<file path="src/rtl/ps2_tx.sv">
// ps2_tx: host-to-device PS/2 transmitter (request-to-send, frame shift-out on device clocks, ACK check).
// Optional macro PS2_TX_RETRY_EN: on NACK or timeout, retry once with the same byte before reporting.
module ps2_tx #(
  parameter int unsigned INHIBIT_CYCLES = 5000,
  parameter int unsigned TIMEOUT_CYCLES = 750000
) (
  input  logic       clk_i,
  input  logic       rst_ni,
  input  logic       tx_req_i,
  input  logic [7:0] tx_data_i,
  output logic       busy_o,
  output logic       tx_done_o,
  output logic       tx_err_o,
  input  logic       clk_pin_i,
  input  logic       data_pin_i,
  output logic       clk_drive_low_o,
  output logic       data_drive_low_o
);

  localparam int unsigned MaxCycles =
      (INHIBIT_CYCLES > TIMEOUT_CYCLES) ? INHIBIT_CYCLES : TIMEOUT_CYCLES;
  localparam int unsigned TimerW = $clog2(MaxCycles + 1);
  localparam logic [TimerW-1:0] InhLast = TimerW'(INHIBIT_CYCLES - 1);
  localparam logic [TimerW-1:0] ToLast  = TimerW'(TIMEOUT_CYCLES - 1);

  localparam logic [3:0] StIdle     = 4'd0;
  localparam logic [3:0] StInhibit  = 4'd1;
  localparam logic [3:0] StStart    = 4'd2;
  localparam logic [3:0] StData     = 4'd3;
  localparam logic [3:0] StParity   = 4'd4;
  localparam logic [3:0] StStop     = 4'd5;
  localparam logic [3:0] StWaitAck  = 4'd6;
  localparam logic [3:0] StWaitIdle = 4'd7;
  localparam logic [3:0] StDone     = 4'd8;

  logic [3:0]        state_q, state_d;
  logic [7:0]        shift_q, shift_d;
  logic              par_q, par_d;
  logic [3:0]        cnt_q, cnt_d;
  logic [TimerW-1:0] timer_q, timer_d;
  logic              data_low_q, data_low_d;
  logic              ack_q, ack_d;
  logic              err_q, err_d;
`ifdef PS2_TX_RETRY_EN
  logic [7:0]        byte_q, byte_d;
  logic              retry_q, retry_d;
`endif

  logic clk_meta_q, clk_sync_q, clk_prev_q;
  logic data_meta_q, data_sync_q;
  logic fall;
  logic timed;
  logic fail;

  // Pins idle high, so the synchronizers reset to 1 to avoid a spurious fall.
  always_ff @(posedge clk_i or negedge rst_ni) begin
    if (!rst_ni) begin
      clk_meta_q  <= 1'b1;
      clk_sync_q  <= 1'b1;
      clk_prev_q  <= 1'b1;
      data_meta_q <= 1'b1;
      data_sync_q <= 1'b1;
    end else begin
      clk_meta_q  <= clk_pin_i;
      clk_sync_q  <= clk_meta_q;
      clk_prev_q  <= clk_sync_q;
      data_meta_q <= data_pin_i;
      data_sync_q <= data_meta_q;
    end
  end

  assign fall  = clk_prev_q & ~clk_sync_q;
  assign timed = (state_q >= StStart) && (state_q <= StWaitIdle);

  always_comb begin
    state_d    = state_q;
    shift_d    = shift_q;
    par_d      = par_q;
    cnt_d      = cnt_q;
    data_low_d = data_low_q;
    ack_d      = ack_q;
    err_d      = err_q;
    timer_d    = timer_q + TimerW'(1);
    fail       = 1'b0;
`ifdef PS2_TX_RETRY_EN
    byte_d     = byte_q;
    retry_d    = retry_q;
`endif

    case (state_q)
      StIdle: begin
        if (tx_req_i) begin
          shift_d = tx_data_i;
          par_d   = ~^tx_data_i;
          cnt_d   = 4'd0;
          ack_d   = 1'b0;
          err_d   = 1'b0;
          state_d = StInhibit;
`ifdef PS2_TX_RETRY_EN
          byte_d  = tx_data_i;
          retry_d = 1'b0;
`endif
        end
      end
      StInhibit: begin
        if (timer_q == InhLast) begin
          data_low_d = 1'b1;
          state_d    = StStart;
        end
      end
      StStart: begin
        if (fall) begin
          data_low_d = ~shift_q[0];
          shift_d    = shift_q >> 1;
          cnt_d      = cnt_q + 4'd1;
          state_d    = StData;
        end
      end
      StData: begin
        if (fall) begin
          cnt_d = cnt_q + 4'd1;
          if (cnt_q == 4'd8) begin
            data_low_d = ~par_q;
            state_d    = StParity;
          end else begin
            data_low_d = ~shift_q[0];
            shift_d    = shift_q >> 1;
          end
        end
      end
      StParity: begin
        if (fall) begin
          data_low_d = 1'b0;
          cnt_d      = cnt_q + 4'd1;
          state_d    = StStop;
        end
      end
      StStop: begin
        state_d = StWaitAck;
      end
      StWaitAck: begin
        if (fall) begin
          ack_d   = ~data_sync_q;
          cnt_d   = cnt_q + 4'd1;
          state_d = StWaitIdle;
        end
      end
      StWaitIdle: begin
        if (clk_sync_q && data_sync_q) begin
          if (ack_q) begin
            state_d = StDone;
          end else begin
            fail = 1'b1;
          end
        end
      end
      StDone: begin
        state_d = StIdle;
      end
      default: begin
        state_d = StIdle;
      end
    endcase

    // A timeout only fires when nothing else moved the FSM this cycle.
    if (timed && !fall && (state_d == state_q) && (timer_q == ToLast)) begin
      fail = 1'b1;
    end

    if (fail) begin
      data_low_d = 1'b0;
`ifdef PS2_TX_RETRY_EN
      if (!retry_q) begin
        retry_d = 1'b1;
        shift_d = byte_q;
        cnt_d   = 4'd0;
        ack_d   = 1'b0;
        state_d = StInhibit;
      end else begin
        err_d   = 1'b1;
        state_d = StDone;
      end
`else
      err_d   = 1'b1;
      state_d = StDone;
`endif
    end

    if ((state_d != state_q) || (timed && fall) || (state_q == StIdle)) begin
      timer_d = '0;
    end
  end

  always_ff @(posedge clk_i or negedge rst_ni) begin
    if (!rst_ni) begin
      state_q    <= StIdle;
      shift_q    <= 8'h00;
      par_q      <= 1'b0;
      cnt_q      <= 4'd0;
      timer_q    <= '0;
      data_low_q <= 1'b0;
      ack_q      <= 1'b0;
      err_q      <= 1'b0;
    end else begin
      state_q    <= state_d;
      shift_q    <= shift_d;
      par_q      <= par_d;
      cnt_q      <= cnt_d;
      timer_q    <= timer_d;
      data_low_q <= data_low_d;
      ack_q      <= ack_d;
      err_q      <= err_d;
    end
  end

`ifdef PS2_TX_RETRY_EN
  always_ff @(posedge clk_i or negedge rst_ni) begin
    if (!rst_ni) begin
      byte_q  <= 8'h00;
      retry_q <= 1'b0;
    end else begin
      byte_q  <= byte_d;
      retry_q <= retry_d;
    end
  end
`endif

  assign busy_o          = (state_q != StIdle);
  assign tx_done_o       = (state_q == StDone);
  assign tx_err_o        = err_q;
  assign clk_drive_low_o = (state_q == StInhibit);
  // Start bit goes out on the final inhibit cycle, ahead of the clock release.
  assign data_drive_low_o = data_low_q | ((state_q == StInhibit) && (timer_q == InhLast));

endmodule

</file>
<file path="config.mk">
export PLATFORM = sky130hd
export DESIGN_NAME = ps2_tx
export DESIGN_NICKNAME = d
export VERILOG_FILES = /design/src/rtl/ps2_tx.sv
export SDC_FILE = /design/constraint.sdc
export NUM_CORES = 1
export LEC_CHECK = 0
export BUFFER_PORTS_ARGS = -buffer_cell sky130_fd_sc_hd__buf_2
export CAP_MARGIN = 15
export CORE_MARGIN = 3
export CORE_UTILIZATION = 55
export CTS_BUF_LIST = sky130_fd_sc_hd__clkbuf_4
export CTS_CLUSTER_DIAMETER = 80
export DETAILED_ROUTE_END_ITERATION = 7
export GPL_ROUTABILITY_DRIVEN = 0
export PLACE_DENSITY = 0.78
export SLEW_MARGIN = 20
export SYNTH_ARGS = -nofsm -noshare
export SYNTH_HDL_FRONTEND = slang
export SYNTH_SLANG_ARGS = --single-unit
</file>
<file path="constraint.sdc">
create_clock -name clk_i -period 3.5 [get_ports clk_i]
set_input_delay 0.7 -clock clk_i [delete_from_list [all_inputs] [get_ports clk_i]]
set_output_delay 0.7 -clock clk_i [all_outputs]
set_load 0.03 [all_outputs]
</file>
# --- Yosys cells after proc, flatten, opt, wreduce, memory -nomap -nowiden ---
# Cells that the tools add are included.
# Widths: inputs -> output; s select.
totals:
  elab_cells: 108
  reg_bits: 45
  output_inout_bits: 5
op_classes:
  addsub: 2
  n_eq_ne: 23
  mux: 36
  reduce_logical: 26
  n_bitwise: 6
  magnitude_cmp: 2
ops:
  columns: ["cell", "count"]
  rows:
  - ["$mux 4", 12]
  - ["$mux 8", 4]
  - ["$pmux 4 s8", 1]
  - ["$pmux 8 s3", 1]
  - ["$add 20x1->20 const B", 1]
  - ["$eq 20x13->1 const B", 1]
  - ["$eq 20x20->1 const B", 1]
  - ["$mux 20", 1]
  - ["$eq 4x3->1 const B", 4]
  - ["$mux 1", 14]
  - ["$ne 2x2->1 const B", 5]
  - ["$reduce_and 5->1", 2]
  - ["$ne 3x3->1 const B", 3]
  - ["$eq 4x2->1 const B", 2]
  - ["$eq 4x4->1 const B", 2]
  - ["$pmux 4 s2", 1]
  - ["$reduce_bool 2->1", 4]
  - ["$reduce_xnor 8->1", 1]
  - ["$logic_and 1x1->1", 7]
  - ["$reduce_and 3->1", 2]
  - ["$reduce_bool 5->1", 1]
  - ["$add 4x1->4 const B", 1]
  - ["$eq 4x1->1 const B", 1]
  - ["$eq 4x4->1", 1]
  - ["other kinds (17)", 22]

# --- Logic depth before layout (Yosys ltp) ---
depth:
  depth_word: 13
  depth_mapped: 8
  depth_no_buf: 7

# --- Least setup slack after synthesis ---
# Ideal clock, no wire load.
synth_timing:
  kind: "register -> output"
  startpoint: "reg state_q[2]"
  endpoint: "out tx_done_o"
  stages_incl_launch_ff: 4
  arrival_ps: 1689
  required_time_ps: 2800
  path_slack_ps: 1111
  n_path_buf: 2
  path_cell_list: "dfrtp_1 -> buf_2 -> clkbuf_1 -> nor4_1"
synth_between:
  elab_chain_cells: 1
synth_rtl:
  columns: ["element", "line", "text"]
  rows:
  - ["start, declared", "36", "logic [3:0] state_q, state_d;"]
  - ["start signal, assigned", "196", "state_q <= StIdle;"]
  - ["start signal, assigned", "205", "state_q <= state_d;"]
  - ["$eq 4x4->1", "229", "assign tx_done_o = (state_q == StDone);"]
  - ["end, declared", "12", "output logic tx_done_o,"]
# No other way between the ends.

# --- Worst setup path after layout ---
layout_timing:
  startpoint: "reg timer_q[6]"
  endpoint: "out data_drive_low_o"
layout_between:
  elab_chain_cells: 3
layout_rtl:
  columns: ["element", "line", "text"]
  rows:
  - ["start, declared", "40", "logic [TimerW-1:0] timer_q, timer_d;"]
  - ["start signal, assigned", "209", "timer_q <= timer_d;"]
  - ["$eq 20x13->1", "233", "assign data_drive_low_o = data_low_q | ((state_q == StInhibit) && (timer_q == InhLast));"]
  - ["$logic_and 1x1->1", "233", null]
  - ["$or 1x1->1", "233", null]
  - ["end, declared", "17", "output logic data_drive_low_o"]
# No other way between the ends.

==> reports/qor.txt <==
Global Route met2 Usage - 0.310
Post CTS Setup Buffer Count - 0
Syn Std Cell Area - 0.00247 mm²
via count - 1,868
count of input and output buffers - 17
Routed WL per cell - 14.6 µm
Post-synth ARST share - 1.00
EDFF count, synth - 0
Syn Inst Count - 262
Startpoint Class - flop
post-synth net total - 278
largest net degree at the start of global routing - 46
CTS max path bufs - 2
Required @ worst endpoint - 2.80 ns
Top FF cell, synth - dfrtp_1
clk sinks - 45
Yosys cell types - 48
global route overflow - 0
Final Skew - 0.0181 ns
# fillers - 373
Final ANT Viol Nets - 0
worst-path maximum fanout - 6
Tcrit/Tclk final - 0.766
CP Class - reg -> out
Area Overhead vs Synth - 5.82%
Tmin final - 2.68 ns
I/O Pins - 18
VDD IR max - 0.000279 V
RSZ-0062 raised after global routing - false
Reg area - 0.00113 mm²
endpoint class of the critical path - output pin
Starting Density - 0.593
Post-Route WL - 4800 µm
slew margin rel. - 0.347
layout cell share with drive strength beyond 1 - 0.140
Root Buffer - clkbuf_4
CTS buffer count - 5
Die X - 73.0 µm
Hold Fails Final Rpt - 0
post-synthesis sequential area ratio - 0.458
Final Util - 0.627
M1 GR Usage - 0.294
cell area after layout - 0.00262 mm²
Critical Path Max Stage Delay - 0.45 ns
post_cts resized - 0
hold crit path type - reg -> reg
GRT Overall Usage - 0.204
hold-fix buffers at CTS - 0
CP max-delay cell - dfrtp_1
status - finished, final reports clean
Die ar. - 0.00534 mm²
dpl cell area - 0.00257 mm²
Slew Limit Fails - 0
Die Y - 73.0 µm
final setup fails - 0
max_cap viols - 0
initial antenna violation count - 0
Yosys reg bits - 45
Core ar. - 0.00417 mm²
vias in the first global route - 1,839
Syn Area/Cell - 9.44 µm²
worst skew pair latency - 0.37 ns
drt first pass iters - 4
delay-heaviest family, CP - simple AND/OR/NAND/NOR gates
grt peak-use layer - met2
Final TNS setup - 0 ns
CTS clk-pin slew, worst paths - 0.14 ns
leakage - 0.00113 µW
nets@finish - 294
met3 Use GR - 0.0372
reg2reg setup slack - 1.09 ns
crit path cell chain - nor3b_1 -> nand3_1 -> nor3_1 -> nand2_1 -> nand2b_1 -> buf_2
Iteration-0 DRC Markers - 155
Synth warnings - 0
first-pass GRT wire length - 8490 µm
worst path bufs/invs - 1
hpwl dp - 3510 µm
multi-input combinational cell area - 0.00124 mm²
DRC - 0
H-tree levels - 2
fmax - 373 MHz
Tightest Pin Transition - 0.980 ns
PwrDens - 308 mW/mm²
row cnt - 23
Worst Path Arrival - 1.98 ns
CTS tree - done
# diodes - 0
vias per cell - 5.68
final cells by class:
class                   instances  area share
multi-input cells             200       0.476
flip-flops and latches         45       0.433
repair buffers                 19      0.0383
well taps                      50      0.0239
clock buffers                   5      0.0143
inverters                       7      0.0100
clock inverters                 3     0.00478
logic make-up after synthesis:
family | Yosys count | synth area share
flip-flops | 45 | 0.458
XOR/XNOR | 27 | 0.0956
AO/OA/AOI/OAI | 34 | 0.0886
buffers and inverters | 17 | 0.0385
adder cells (fa/ha/maj) | 3 | 0.0152
multiplexers | 8 | 0.0329
AND/OR/NAND/NOR | 128 | 0.271
path summary, 6_finish.rpt:
| kind | startpoint | to | cells after the start |
|---|---|---|---|
| setup / recovery | timer_q[6]$_DFF_PN0_ | data_drive_low_o | 6 |
| hold / removal | clk_meta_q$_DFF_PN1_ | clk_sync_q$_DFF_PN1_ | 0 |
| setup reg to reg | state_q[0]$_DFF_PN0_ | timer_q[10]$_DFF_PN0_ | 5 |
| hold reg to reg | clk_meta_q$_DFF_PN1_ | clk_sync_q$_DFF_PN1_ | 0 |
| max in group asynchronous | rst_ni | shift_q[4]$_DFFE_PN0P_ | 1 |
| min in group asynchronous | rst_ni | state_q[3]$_DFF_PN0_ | 1 |
state kept, by name (all words and copies together) (netlist names):
name and count:
shift_q 8, clk_meta_q 1, par_q 1, cnt_q 4, clk_sync_q 1, timer_q 20
state_q 4, tx_err_o 1, data_meta_q 1, data_sync_q 1, data_low_q 1, clk_prev_q 1
ack_q 1
worst reg2reg max path: cells and delay by family (launching register included):
kind / cells / cell delay, ns
AND/OR/NAND/NOR: 3 / 0.67
flip-flops: 1 / 0.68
AO/OA/AOI/OAI: 2 / 0.91
synthesized netlist by cell type (4+ instances only):
cell	instances	share of area
a21oi_1	5	0.010
and3_1	5	0.013
buf_2	4	0.0081
dfrtp_1	40	0.40
dfstp_2	5	0.053
inv_1	7	0.011
mux2i_1	7	0.028
nand2_1	30	0.046
nand3_1	10	0.020
nand4_1	7	0.018
nor2_1	36	0.055
nor2b_1	5	0.013
nor3_1	8	0.016
nor4_1	4	0.010
o21ai_0	15	0.030
xnor2_1	16	0.057
xor2_1	11	0.039
layout by cell type, fill, tap and decap left out, types with 2 or more instances in the layout:
cell      instances
a21oi_1           5
and2_1            3
and3_1            5
and4_1            2
buf_2            17
buf_4             2
clkbuf_4          5
clkinv_1          2
dfrtp_1          40
dfstp_2           5
ha_1              3
inv_1             7
mux2i_1           7
nand2_1          30
nand2b_1          3
nand3_1          10
nand3b_1          2
nand4_1           7
nor2_1           36
nor2b_1           5
nor3_1            8
nor3b_1           3
nor4_1            4
o211ai_1          3
o21ai_0          15
or3_1             2
xnor2_1          16
xor2_1           11
power by group:
part | switching (µW) | internal (µW) | total (µW)
sequential | 2.42 | 525 | 528
combinational | 24.0 | 16.7 | 40.7
clock | 165 | 72.9 | 238
metrics by stage:
| stage | hold slack [ns] | cells | setup slack (ns) | power (µW) |
|---|---|---|---|---|
| 6_report | 0.358 | 329 | 0.817 | 806 |
| 5_1_grt | 0.380 | 329 | 0.628 | 840 |
| 4_1_cts | 0.373 | 329 | 0.823 | 814 |
| 3_5_place_dp | 0.357 | 321 | 1.15 | 579 |
| 3_3_place_gp | 0.353 | 321 | 1.21 | 577 |
| 2_1_floorplan | 0.345 | 262 | 1.11 | 555 |
per-layer routing:
| metal | share of wire | up-vias |
|---|---|---|
| li1 | - | 935 |
| met3 | 0.031 | 6 |
| met1 | 0.49 | 900 |
| met2 | 0.46 | 27 |
| met4 | 0.013 | 0 |
| met5 | 0 | - |
Note: power is estimated with default switching activity, not from simulation.
